==> config.mk <==
export PLATFORM = sky130hd
export DESIGN_NAME = mem_stage_lsu
export DESIGN_NICKNAME = d
export VERILOG_FILES = /design/src/rtl/mem_stage_lsu.sv
export SDC_FILE = /design/constraint.sdc
export NUM_CORES = 1
export LEC_CHECK = 0
export CORE_ASPECT_RATIO = 0.5
export CORE_MARGIN = 2
export CORE_UTILIZATION = 52
export CTS_BUF_LIST = sky130_fd_sc_hd__clkbuf_8
export CTS_CLUSTER_DIAMETER = 200
export DETAILED_ROUTE_END_ITERATION = 12
export PLACE_DENSITY_LB_ADDON = 0.1
export SLEW_MARGIN = 20
export SYNTH_ARGS = -nofsm -noshare
export SYNTH_HDL_FRONTEND = slang
export SYNTH_SLANG_ARGS = --single-unit
==> constraint.sdc <==
create_clock -name clk -period 3.6 [get_ports clk]
set_clock_uncertainty 0.1 [all_clocks]
set_input_delay 0.36 -clock clk [delete_from_list [all_inputs] [get_ports clk]]
set_output_delay 0.36 -clock clk [all_outputs]
set_load 0.01 [all_outputs]
==> src/rtl/mem_stage_lsu.sv <==
// ============================================================================
// mem_stage_lsu : memory-stage load/store unit (req/ack data bus, MEM/WB drive)
// Rev 1.0
// ============================================================================
`default_nettype none

module mem_stage_lsu #(
  parameter int TIMEOUT_CYCLES = 255,
  parameter int XLEN           = 32
) (
  input  logic            clk,
  input  logic            reset,
  input  logic            valid_in,
  input  logic            memRead,
  input  logic            memWrite,
  input  logic            regWriteIN,
  input  logic [2:0]      funct3,
  input  logic [XLEN-1:0] aluResultIN,
  input  logic [XLEN-1:0] writeDataIN,
  input  logic [4:0]      rdAddrIN,
  input  logic [XLEN-1:0] pcPlus4IN,
  output logic            stall,
  output logic            dmem_req,
  output logic            dmem_we,
  output logic [XLEN-1:0] dmem_addr,
  output logic [XLEN-1:0] dmem_wdata,
  output logic [3:0]      dmem_be,
  input  logic            dmem_ack,
  input  logic [XLEN-1:0] dmem_rdata,
  output logic            validOUT,
  output logic            regWriteOUT,
  output logic [XLEN-1:0] readDataOUT,
  output logic [XLEN-1:0] aluResultOUT,
  output logic [4:0]      rdAddrOUT,
  output logic [XLEN-1:0] pcPlus4OUT,
  output logic            fault
);

  localparam int CW = (TIMEOUT_CYCLES > 1) ? $clog2(TIMEOUT_CYCLES) : 1;
  localparam logic [CW-1:0] c_CNT_LAST = CW'(TIMEOUT_CYCLES - 1);

  typedef enum logic [0:0] {
    S_IDLE   = 1'b0,
    S_ACCESS = 1'b1
  } state_t;

  state_t          r_state, w_state_nxt;
  logic [CW-1:0]   r_cnt, w_cnt_nxt;

  // Fields captured when a request is launched
  logic [XLEN-1:0] r_lat_addr;
  logic [2:0]      r_lat_f3;
  logic [4:0]      r_lat_rd;
  logic            r_lat_rw;
  logic [XLEN-1:0] r_lat_pc4;
  logic            r_lat_store;

  logic            r_dmem_req, w_dmem_req_nxt;
  logic            r_dmem_we, w_dmem_we_nxt;
  logic [XLEN-1:0] r_dmem_addr, w_dmem_addr_nxt;
  logic [XLEN-1:0] r_dmem_wdata, w_dmem_wdata_nxt;
  logic [3:0]      r_dmem_be, w_dmem_be_nxt;

  logic            r_valid, w_valid_nxt;
  logic            r_rw, w_rw_nxt;
  logic [XLEN-1:0] r_rdata, w_rdata_nxt;
  logic [XLEN-1:0] r_alu, w_alu_nxt;
  logic [4:0]      r_rd, w_rd_nxt;
  logic [XLEN-1:0] r_pc4, w_pc4_nxt;
  logic            r_fault, w_fault_nxt;

  logic            w_stall;
  logic            w_mem_op;
  logic            w_f3_legal;
  logic            w_misalign;
  logic            w_bad;
  logic            w_accept;
  logic [3:0]      w_st_be;
  logic [XLEN-1:0] w_st_wdata;
  logic [7:0]      w_ld_byte;
  logic [15:0]     w_ld_half;
  logic [XLEN-1:0] w_ld_data;

  assign w_mem_op = valid_in & (memRead | memWrite);

  always_comb begin
    w_f3_legal = 1'b0;
    if (memRead & ~memWrite) begin
      case (funct3)
        3'b000, 3'b001, 3'b010, 3'b100, 3'b101: w_f3_legal = 1'b1;
        default:                                w_f3_legal = 1'b0;
      endcase
    end else if (memWrite & ~memRead) begin
      case (funct3)
        3'b000, 3'b001, 3'b010: w_f3_legal = 1'b1;
        default:                w_f3_legal = 1'b0;
      endcase
    end
  end

  always_comb begin
    case (funct3[1:0])
      2'b01:   w_misalign = aluResultIN[0];
      2'b10:   w_misalign = (aluResultIN[1:0] != 2'b00);
      default: w_misalign = 1'b0;
    endcase
  end

  assign w_bad    = ~w_f3_legal | w_misalign;
  assign w_accept = (r_state == S_IDLE) & w_mem_op & ~w_bad;

  always_comb begin
    case (funct3[1:0])
      2'b00: begin
        w_st_be    = 4'b0001 << aluResultIN[1:0];
        w_st_wdata = {4{writeDataIN[7:0]}};
      end
      2'b01: begin
        w_st_be    = 4'b0011 << {aluResultIN[1], 1'b0};
        w_st_wdata = {2{writeDataIN[15:0]}};
      end
      default: begin
        w_st_be    = 4'b1111;
        w_st_wdata = writeDataIN;
      end
    endcase
  end

  // Lane selection uses the byte offset captured at launch, not the live input
  assign w_ld_byte = dmem_rdata[{r_lat_addr[1:0], 3'b000} +: 8];
  assign w_ld_half = dmem_rdata[{r_lat_addr[1], 4'b0000} +: 16];

  always_comb begin
    case (r_lat_f3)
      3'b000:  w_ld_data = {{24{w_ld_byte[7]}}, w_ld_byte};
      3'b001:  w_ld_data = {{16{w_ld_half[15]}}, w_ld_half};
      3'b100:  w_ld_data = {24'd0, w_ld_byte};
      3'b101:  w_ld_data = {16'd0, w_ld_half};
      default: w_ld_data = dmem_rdata;
    endcase
  end

  always_ff @(posedge clk or negedge reset) begin
    if (!reset) begin
      r_state <= S_IDLE;
      r_cnt   <= '0;
    end else begin
      r_state <= w_state_nxt;
      r_cnt   <= w_cnt_nxt;
    end
  end

  always_comb begin
    w_state_nxt      = r_state;
    w_cnt_nxt        = '0;
    w_stall          = 1'b0;
    w_dmem_req_nxt   = 1'b0;
    w_dmem_we_nxt    = 1'b0;
    w_dmem_addr_nxt  = '0;
    w_dmem_wdata_nxt = '0;
    w_dmem_be_nxt    = 4'b0000;
    w_valid_nxt      = 1'b0;
    w_rw_nxt         = 1'b0;
    w_rdata_nxt      = '0;
    w_alu_nxt        = aluResultIN;
    w_rd_nxt         = rdAddrIN;
    w_pc4_nxt        = pcPlus4IN;
    w_fault_nxt      = 1'b0;

    case (r_state)
      S_IDLE: begin
        if (w_mem_op && w_bad) begin
          w_fault_nxt = 1'b1;
          w_valid_nxt = 1'b1;
        end else if (w_mem_op) begin
          w_stall          = 1'b1;
          w_state_nxt      = S_ACCESS;
          w_dmem_req_nxt   = 1'b1;
          w_dmem_we_nxt    = memWrite;
          w_dmem_addr_nxt  = {aluResultIN[XLEN-1:2], 2'b00};
          w_dmem_be_nxt    = memWrite ? w_st_be : 4'b1111;
          w_dmem_wdata_nxt = memWrite ? w_st_wdata : '0;
        end else begin
          w_valid_nxt = valid_in;
          w_rw_nxt    = regWriteIN & valid_in;
        end
      end

      S_ACCESS: begin
        w_alu_nxt = r_lat_addr;
        w_rd_nxt  = r_lat_rd;
        w_pc4_nxt = r_lat_pc4;
        if (dmem_ack) begin
          w_state_nxt = S_IDLE;
          w_valid_nxt = 1'b1;
          w_rw_nxt    = r_lat_rw;
          w_rdata_nxt = r_lat_store ? '0 : w_ld_data;
        end else if (r_cnt == c_CNT_LAST) begin
          w_state_nxt = S_IDLE;
          w_valid_nxt = 1'b1;
          w_fault_nxt = 1'b1;
        end else begin
          w_stall          = 1'b1;
          w_cnt_nxt        = r_cnt + CW'(1);
          w_dmem_req_nxt   = r_dmem_req;
          w_dmem_we_nxt    = r_dmem_we;
          w_dmem_addr_nxt  = r_dmem_addr;
          w_dmem_wdata_nxt = r_dmem_wdata;
          w_dmem_be_nxt    = r_dmem_be;
        end
      end

      default: w_state_nxt = S_IDLE;
    endcase
  end

  always_ff @(posedge clk or negedge reset) begin
    if (!reset) begin
      r_lat_addr  <= '0;
      r_lat_f3    <= 3'b000;
      r_lat_rd    <= 5'd0;
      r_lat_rw    <= 1'b0;
      r_lat_pc4   <= '0;
      r_lat_store <= 1'b0;
    end else if (w_accept) begin
      r_lat_addr  <= aluResultIN;
      r_lat_f3    <= funct3;
      r_lat_rd    <= rdAddrIN;
      r_lat_rw    <= regWriteIN;
      r_lat_pc4   <= pcPlus4IN;
      r_lat_store <= memWrite;
    end
  end

  always_ff @(posedge clk or negedge reset) begin
    if (!reset) begin
      r_dmem_req   <= 1'b0;
      r_dmem_we    <= 1'b0;
      r_dmem_addr  <= '0;
      r_dmem_wdata <= '0;
      r_dmem_be    <= 4'b0000;
      r_valid      <= 1'b0;
      r_rw         <= 1'b0;
      r_rdata      <= '0;
      r_alu        <= '0;
      r_rd         <= 5'd0;
      r_pc4        <= '0;
      r_fault      <= 1'b0;
    end else begin
      r_dmem_req   <= w_dmem_req_nxt;
      r_dmem_we    <= w_dmem_we_nxt;
      r_dmem_addr  <= w_dmem_addr_nxt;
      r_dmem_wdata <= w_dmem_wdata_nxt;
      r_dmem_be    <= w_dmem_be_nxt;
      r_valid      <= w_valid_nxt;
      r_rw         <= w_rw_nxt;
      r_rdata      <= w_rdata_nxt;
      r_alu        <= w_alu_nxt;
      r_rd         <= w_rd_nxt;
      r_pc4        <= w_pc4_nxt;
      r_fault      <= w_fault_nxt;
    end
  end

  // Stall is forced low while reset is held so upstream never freezes in reset
  assign stall        = reset & w_stall;
  assign dmem_req     = r_dmem_req;
  assign dmem_we      = r_dmem_we;
  assign dmem_addr    = r_dmem_addr;
  assign dmem_wdata   = r_dmem_wdata;
  assign dmem_be      = r_dmem_be;
  assign validOUT     = r_valid;
  assign regWriteOUT  = r_rw;
  assign readDataOUT  = r_rdata;
  assign aluResultOUT = r_alu;
  assign rdAddrOUT    = r_rd;
  assign pcPlus4OUT   = r_pc4;
  assign fault        = r_fault;

endmodule

`default_nettype wire

# Yosys cells after proc, flatten, opt, wreduce, memory -nomap -nowiden
# Index checks and enable logic that the tools add are counted.
dict set report totals {
  ff_bits 257
  elab_cells 112
}
dict set report op_classes {
  bitwise_logic 14
  n_eq_ne 11
  reduce_logical 7
  n_addsub 1
  shifts 4
  n_mux 55
}
# cell n
set op_table {}
lappend op_table {{32-bit two-way mux} 12}
lappend op_table {{32-bit one-hot mux with 2 select lines} 3}
lappend op_table {{32-bit one-hot mux with 4 select lines} 1}
lappend op_table {{32-bit by 6-bit variable part select with 16-bit output} 1}
lappend op_table {{32-bit by 6-bit variable part select with 8-bit output} 1}
lappend op_table {{8-bit two-way mux} 3}
lappend op_table {{1-bit two-way mux} 21}
lappend op_table {{4-bit two-way mux} 5}
lappend op_table {{4-bit one-hot mux with 2 select lines} 2}
lappend op_table {{1-bit one-hot mux with 2 select lines} 7}
lappend op_table {{3-bit == test (second input constant)} 4}
lappend op_table {{8-bit by 1-bit adder with 8-bit output (second input constant)} 1}
lappend op_table {{8-bit == test (second input constant)} 1}
lappend op_table {{1-bit bitwise AND} 7}
lappend op_table {{3-bit by 1-bit == test with 1-bit output (second input constant)} 2}
lappend op_table {{3-bit zero test} 2}
lappend op_table {{5-bit two-way mux} 1}
lappend op_table {{1-bit NOT} 5}
lappend op_table {{5-bit OR reduction} 1}
lappend op_table {{1-bit by 2-bit << shifter with 4-bit output (first input constant)} 1}
lappend op_table {{2-bit by 2-bit << shifter with 4-bit output (first input constant)} 1}
lappend op_table {{3-bit by 2-bit == test with 1-bit output (second input constant)} 1}
lappend op_table {{3-bit by 2-bit inequality test with 1-bit output (second input constant)} 1}
lappend op_table {{3-bit OR reduction} 1}
lappend op_table {{other kinds (6)} 7}

# Depth between registers and ports, before layout
# Gate-level depths: netlist (run 1).
dict set report depth {
  depth_word 11
  depth_mapped 10
  mapped_depth_nobuf 6
}

# Least setup slack after synthesis (run 1)
# No wires, ideal clock.
dict set report synth_timing {
  path_type {in2out}
  from {input port funct3[1]}
  to {output port stall}
  arrival_ps 2156
  path_stages 10
  path_slack_ps 984
  t_required_ps 3140
  cell_sequence {clkbuf_1 -> inv_1 -> ha_1 -> buf_2 -> nor2_2 -> a221o_1 -> nor3_2 -> buf_4 -> buf_2 -> o21a_1}
}
dict set report synth_via {
  elab_chain_len 11
  elab_cells_between_ends 20
  cone_classes {6 x eq/ne; 7 x mux; 3 x bitwise; 4 x reduce/logical}
}
# element line
set synth_rtl {}
lappend synth_rtl {{start, declared} 17} ;# input logic [2:0] funct3,
lappend synth_rtl {{3-bit by 1-bit == test with 1-bit output, or another cell as far along} {89, 94}}
lappend synth_rtl {{3-bit OR reduction} 94} ;# case (funct3)
lappend synth_rtl {{1-bit two-way mux} 94}
lappend synth_rtl {{1-bit two-way mux} 93} ;# end else if (memWrite & ~memRead) begin
lappend synth_rtl {{1-bit two-way mux} 88} ;# if (memRead & ~memWrite) begin
lappend synth_rtl {{1-bit NOT} 109} ;# assign w_bad = ~w_f3_legal | w_misalign;
lappend synth_rtl {{1-bit bitwise OR (*)} 109}
lappend synth_rtl {{1-bit logical AND (*)} 172} ;# if (w_mem_op && w_bad) begin
lappend synth_rtl {{1-bit two-way mux (*)} 172}
lappend synth_rtl {{1-bit one-hot mux with 2 select lines (*)} 170} ;# case (r_state)
lappend synth_rtl {{1-bit bitwise AND (*)} 266} ;# assign stall = reset & w_stall;
lappend synth_rtl {{end, declared} 22} ;# output logic stall,
# Every way passes the cells marked *; elsewhere a longest branch is shown, timed or not.

# Worst setup path in the final report (run 1)
# Same ends and word-level chain as after synthesis.

==> results of run 1 <==
==> stage by stage <==
stage / instance area [um^2] / util / total power, mW / setup WS [ns]
floorplan: 10200 / - / 4.24 / 0.984
global placement: 13600 / 0.701 / 4.87 / 0.614
detailed placement: 13600 / 0.701 / 4.94 / 0.517
CTS: 14300 / 0.738 / 7.15 / 0.517
global route: 14300 / 0.738 / 7.42 / 0.381
finish: 14300 / 0.738 / 7.07 / 0.486
==> cell families (layout without fill, tap and decap cells) <==
| kind of cell | count (synthesis) | count (layout) | synth area share |
|---|---|---|---|
| compound gates | 134 | 134 | 0.107 |
| xor+xnor | 7 | 7 | 0.00602 |
| fa+ha+maj | 5 | 5 | 0.00615 |
| buf+inv | 59 | 398 | 0.0280 |
| flops | 255 | 255 | 0.627 |
| mux | 156 | 156 | 0.172 |
| other cells | 1 | 2 | 0.000368 |
| simple gates | 106 | 106 | 0.0542 |
==> state kept, by name, indices dropped and copies added (netlist names), 3 cells and up <==
register / flops
r_lat_pc4: 32
dmem_wdata: 32
r_lat_rd: 5
readDataOUT: 32
dmem_be: 4
r_cnt: 8
pcPlus4OUT: 32
rdAddrOUT: 5
aluResultOUT: 32
dmem_addr: 30
r_lat_f3: 3
r_lat_addr: 32
==> how the worst min path moves through the flow <==
| stage | endpoint | cells after the start |
|---|---|---|
| after CTS | dmem_addr[2]$_DFFE_PN0P_ | 2 |
| after global routing | dmem_addr[2]$_DFFE_PN0P_ | 2 |
| after detailed placement | r_lat_addr[27]$_DFFE_PN0P_ | 1 |
| after global placement | dmem_addr[2]$_DFFE_PN0P_ | 1 |
| final | dmem_addr[2]$_DFFE_PN0P_ | 2 |
| after floorplan | aluResultOUT[0]$_DFF_PN0_ | 0 |
==> timing repair <==
action / in CTS / in global routing
endpoints found under the setup margin: 0 / 0
resized for setup: 0 / 0
hold buffers: 1 / 0
endpoints found under the hold margin: 49 / 0
==> critical path, stage by stage <==
cell and delay (ns):
clkdlybuf4s50_1 0.47, inv_1 0.12, ha_1 0.28, nor2_2 0.08, a221o_1 0.38, nor3_4 0.24, o21a_1 0.14, clkdlybuf4s50_1 0.59
==> synthesized netlist by cell type (2+ instances only) <==
library cell / number
buf_1: 2
and4_1: 2
nor2b_1: 14
nand4_1: 2
ha_1: 5
a22oi_1: 8
mux2_1: 51
buf_6: 5
nand2b_1: 10
dfrtp_1: 255
o21ai_0: 10
and2_1: 2
inv_1: 8
nand3_1: 6
mux2_2: 89
o2bb2ai_1: 24
a22o_1: 50
o311a_1: 8
nand2_1: 38
nor3b_1: 9
a21o_1: 2
clkbuf_1: 31
xor2_1: 5
nor2_1: 15
o221a_2: 7
buf_2: 9
a21oi_1: 18
xnor2_1: 2
mux2i_1: 15
buf_4: 4
==> area by class of cell <==
class,instances,area (um^2),area share
Inverter,8,30.0,0.00211
Clock buffer,46,633,0.0444
Tap cell,266,333,0.0233
Timing Repair Buffer,328,3280,0.230
Sequential cell,255,6380,0.448
Multi-Input combinational cell,410,3530,0.248
Clock inverter,16,66.3,0.00465
==> report_power, final <==
| part | internal, mW | leakage, nW | switching [mW] | total [mW] |
|---|---|---|---|---|
| clock network | 1.15 | 0.408 | 1.04 | 2.19 |
| registers | 3.30 | 3.25 | 0.242 | 3.54 |
| logic | 0.764 | 2.63 | 0.577 | 1.34 |
==> layer usage <==
metal  global-route usage  share of wire  up-vias  wire length, um
met5                    0              0        -                0
met4               0.0583          0.013        0              341
met3               0.0765          0.077       26             1970
met2                0.383           0.47      237            12100
met1                0.325           0.44     3579            11100
li1                     -              -     3239                -
==> results.md, run 1 <==
* Relative slew margins at 0.382
* Synth Warn # at 0
* Synth Instances at 723
* Setup crit end: stall
* Mapped cell area at 0.0102 mm^2
* Pre-antenna DRT Iters at 5
* GRT Total Usage at 0.240
* Max Fclk at 321 MHz
* Fill cells at 1318
* Clk_lat worst skew at 0.50 ns
* Total Wirelength at 25.5 mm
* H-tree depth at 2
* DP HPWL at 17.2 mm
* # setup viols final at 0
* Initial antenna violation count at 0
* Reg2reg start: r_state$_DFF_PN0_
* Post-route clock period utilization at 0.865
* Diodes inserted at 0
* FF-to-FF setup slack at 1.07 ns
* Final hold vios at 0
* Worst-Margin Slew at 0.927 ns
* Outcome: complete, no violations
* Routed WL per cell at 19.2 um
* Vias per cell at 5.33
* Async SR Flop Fraction at 1.00
* Synth cell types at 47
* RePlAce Congestion at 0.808
* Total setup buffers inserted after CTS at 0
* Sink Count at 255
* RSZ-0062 raised after global routing: no
* Share of the synthesized area in the top cell type at 0.627
* Layout cells sized above 1 at 0.155
* Die Height at 103 um
* Sequential area share after synthesis at 0.627
* Initial core utilization at 0.527
* Vias in the first global route at 7247
* Capturing point of the worst reg2reg path: r_lat_pc4[15]$_DFFE_PN0P_
* Syn avg cell area at 14.1 um^2
* Die Area at 0.0208 mm^2
* CTS tree: yes
* Hold Crit Class: input pin to asynchronous set/reset pin
* Port bufs at 315
* EDFF count, synth at 0
* Worst Setup End Kind: output pin
* #FFs+latches synth at 255
* Critical Path Start Type: input pin
* CP startpoint: funct3[1]
* Maximum vdd drop at 0.331 mV
* Setup TNS at 0 ns
* DRC at 0
* Initial detailed-routing violation count at 373
* Crit Path Max Fanout at 5
* CTS Buffer Depth at 3
* First-pass GRT wire length at 39.1 mm
* Crit path kind: input pin to output pin
* Reg2reg path depth at 5
* Via count at 7081
* Post-synth top area cell: dfrtp_1
* Nets at 1188
* Total grt overflow at 0
* Core box area at 0.0193 mm^2
* Total CTS buffers at 37
* Critical Path RT at 3.14 ns
* Final Non-Filler Cells at 1329
* Pleak at 6.29 nW
* Fin crit period at 3.11 ns
* Antenna-violating nets left at 0
* Max_cap viols at 0
* Die outline width at 202 um
* Final slew viol count at 0
* Most common cell after layout, fill and taps aside: clkdlybuf4s50_1
* Fin Hold WS at 0.251 ns
* Placed instance count at 1266
* Synth area leaders: dfrtp_1 (63%), mux2_2 (9.8%), mux2_1 (5.6%), a22o_1 (4.3%), o2bb2ai_1 (2.1%)
* Row Count at 36
* Area grow syn2layout at 40.1%
* Clk slew on worst S/H paths at 0.06 ns
* P per Cell Area at 496 mW/mm^2
* Commonest non-fill, non-tap cells in the layout: clkdlybuf4s50_1 (314), dfrtp_1 (254), mux2_2 (89)
* CTS root buf: clkbuf_8
* Top_reg_cell synth: dfrtp_1
* Largest net degree at the start of global routing at 149
* IO Count at 318
* Crit path DAT at 2.65 ns
No activity file was read; power rests on OpenSTA's default activity.
==> run 2, diff against run 1 <==
--- a/config.mk
+++ b/config.mk
@@ -11,7 +11,7 @@
 export CTS_BUF_LIST = sky130_fd_sc_hd__clkbuf_8
 export CTS_CLUSTER_DIAMETER = 200
 export DETAILED_ROUTE_END_ITERATION = 12
-export PLACE_DENSITY_LB_ADDON = 0.1
+export PLACE_DENSITY = 0.88
 export SLEW_MARGIN = 20
 export SYNTH_ARGS = -nofsm -noshare
 export SYNTH_HDL_FRONTEND = slang
==> results.md, run 2 (same netlist as run 1, synthesis figures left out) <==
* Outcome: complete, no violations
* Fill cells at 1196 (-9.3%)
* # setup viols final at 0 (unchanged)
* Crit path kind: input pin to output pin
* Core box area at 0.0193 mm^2 (unchanged)
* Initial antenna violation count at 0 (unchanged)
* Post-route clock period utilization at 0.834 (-0.0313)
* Commonest non-fill, non-tap cells in the layout: clkdlybuf4s50_1 (314), dfrtp_1 (254), mux2_2 (89)
* Maximum vdd drop at 0.364 mV (+9.9%)
* Pre-antenna DRT Iters at 5 (unchanged)
* Total grt overflow at 0 (unchanged)
* P per Cell Area at 510 mW/mm^2 (+2.8%)
* Diodes inserted at 0 (unchanged)
* Worst Setup End Kind: output pin
* PostCTS Resize Cnt at 0 (unchanged)
* Max_cap viols at 0 (unchanged)
* Fin crit period at 3.00 ns (-0.113 ns)
* Register Area at 0.00638 mm^2 (about the same)
* CTS tree: yes
* Layout cells sized above 1 at 0.161 (+0.00613)
* Post-CTS Hold Fix Bufs at 1 (unchanged)
* CTS Buffer Depth at 3 (unchanged)
* Final Non-Filler Cells at 1332 (+0.23%)
* Routed WL per cell at 19.8 um (+3.0%)
* Final hold vios at 0 (unchanged)
* Area grow syn2layout at 40.8%
* FF-to-FF setup slack at 1.25 ns (+0.18 ns)
* Most common cell after layout, fill and taps aside: clkdlybuf4s50_1
* Design Power at 7.31 mW (+3.4%)
* CP startpoint: funct3[1]
* IO Count at 318 (unchanged)
* H-tree depth at 2 (unchanged)
* Row Count at 36 (unchanged)
* GRT Total Usage at 0.248 (+0.00763)
* Vias per cell at 5.39 (+1.3%)
* DRC at 0 (unchanged)
* Fin Hold WS at 0.159 ns (-0.0925 ns)
* Port bufs at 315 (unchanged)
* Crit Path Max Fanout at 3 (-2)
* Footprint of the multi-input gates at 0.00353 mm^2 (unchanged)
* Hold Crit Class: input pin to asynchronous set/reset pin
* Die Area at 0.0208 mm^2 (unchanged)
* Final slew viol count at 0 (unchanged)
* CTS root buf: clkbuf_8
* Initial detailed-routing violation count at 454 (+22%)
* RSZ-0062 raised after global routing: no
* Placed instance count at 1265 (-0.079%)
* Total setup buffers inserted after CTS at 0 (unchanged)
* Final core occ at 0.742 (+0.00389)
* DP HPWL at 17.8 mm (+3.6%)
* Via count at 7186 (+1.5%)
* Total CTS buffers at 37 (unchanged)
* Total Wirelength at 26.3 mm (+3.2%)
* Relative slew margins at 0.373 (-0.00914)
* Pleak at 6.32 nW (+0.45%)
* Sink Count at 255 (unchanged)
* Initial core utilization at 0.527 (unchanged)
* Worst-Margin Slew at 0.939 ns (+0.0114 ns)
* Die outline width at 202 um (unchanged)
* Die Height at 103 um (unchanged)
* RePlAce Congestion at 0.831 (+2.8%)
* Reg2reg start: r_state$_DFF_PN0_
* Antenna-violating nets left at 0 (unchanged)
* Vias in the first global route at 7479 (+3.2%)
* Clk_lat worst skew at 0.53 ns (+0.03 ns)
* Critical Path RT at 3.14 ns (about the same)
* Crit path DAT at 2.54 ns (-0.11 ns)
* Clk slew on worst S/H paths at 0.07 ns (about the same)
* Largest net degree at the start of global routing at 174 (+17%)
* Max Fclk at 333 MHz (+3.8%)
* First-pass GRT wire length at 40.3 mm (+3.1%)
* Setup TNS at 0 ns (unchanged)
* Nets at 1187 (-0.084%)
* Critical Path Start Type: input pin
[run 2: cell types whose count changed in the layout (fill, tap and decap cells not counted), sizes merged]
cell / change
buf: -1
bufinv: +1
clkbuf: +4
inv: -4
clkinv: +3
[run 2: routing by layer]
layer | up-vias | track usage | wire length (um)
met5 | - | 0 | 0
met4 | 0 | 0.0837 | 828
met3 | 64 | 0.0578 | 1670
met2 | 256 | 0.421 | 13000
met1 | 3626 | 0.321 | 10800
li1 | 3240 | - | -
[run 2: through the flow]
stage / setup slack (ns) / cell area, um^2
final: 0.599 / 14300
after global routing: 0.520 / 14300
after CTS: 0.595 / 14300
after detailed placement: 0.589 / 13500
after global placement: 0.665 / 13500
after floorplan: 0.984 / 10200
[run 2: critical path, stage by stage]
cell,delay (ns)
clkdlybuf4s50_1,0.54
ha_1,0.24
nand2b_1,0.09
a221o_1,0.39
nor3_4,0.24
o21a_1,0.13
clkdlybuf4s50_1,0.55
[run 2: worst paths after layout]
path                                               to  cells after the start
setup / recovery                                stall                      7
max in group asynchronous  aluResultOUT[31]$_DFF_PN0_                      3
hold / removal             aluResultOUT[18]$_DFF_PN0_                      2
min in group clk            readDataOUT[29]$_DFF_PN0_                      3
hold reg to reg             r_lat_pc4[28]$_DFFE_PN0P_                      1
setup reg to reg            r_lat_pc4[14]$_DFFE_PN0P_                      5
[run 2: area by class of cell]
cell class,instances,area share
sequential,255,0.445
inverter,8,0.00209
clock buffer,50,0.0480
clock inverter,16,0.00672
timing repair buffer,327,0.229
multi-input combinational,410,0.246
tap,266,0.0232
[run 2: report_power, final]
part / switching [mW] / internal (mW) / total, mW / leakage, nW
Clock: 1.10 / 1.31 / 2.41 / 0.441
Combinational: 0.589 / 0.759 / 1.35 / 2.63
Sequential: 0.248 / 3.30 / 3.55 / 3.25
Total: 1.94 / 5.37 / 7.31 / 6.32
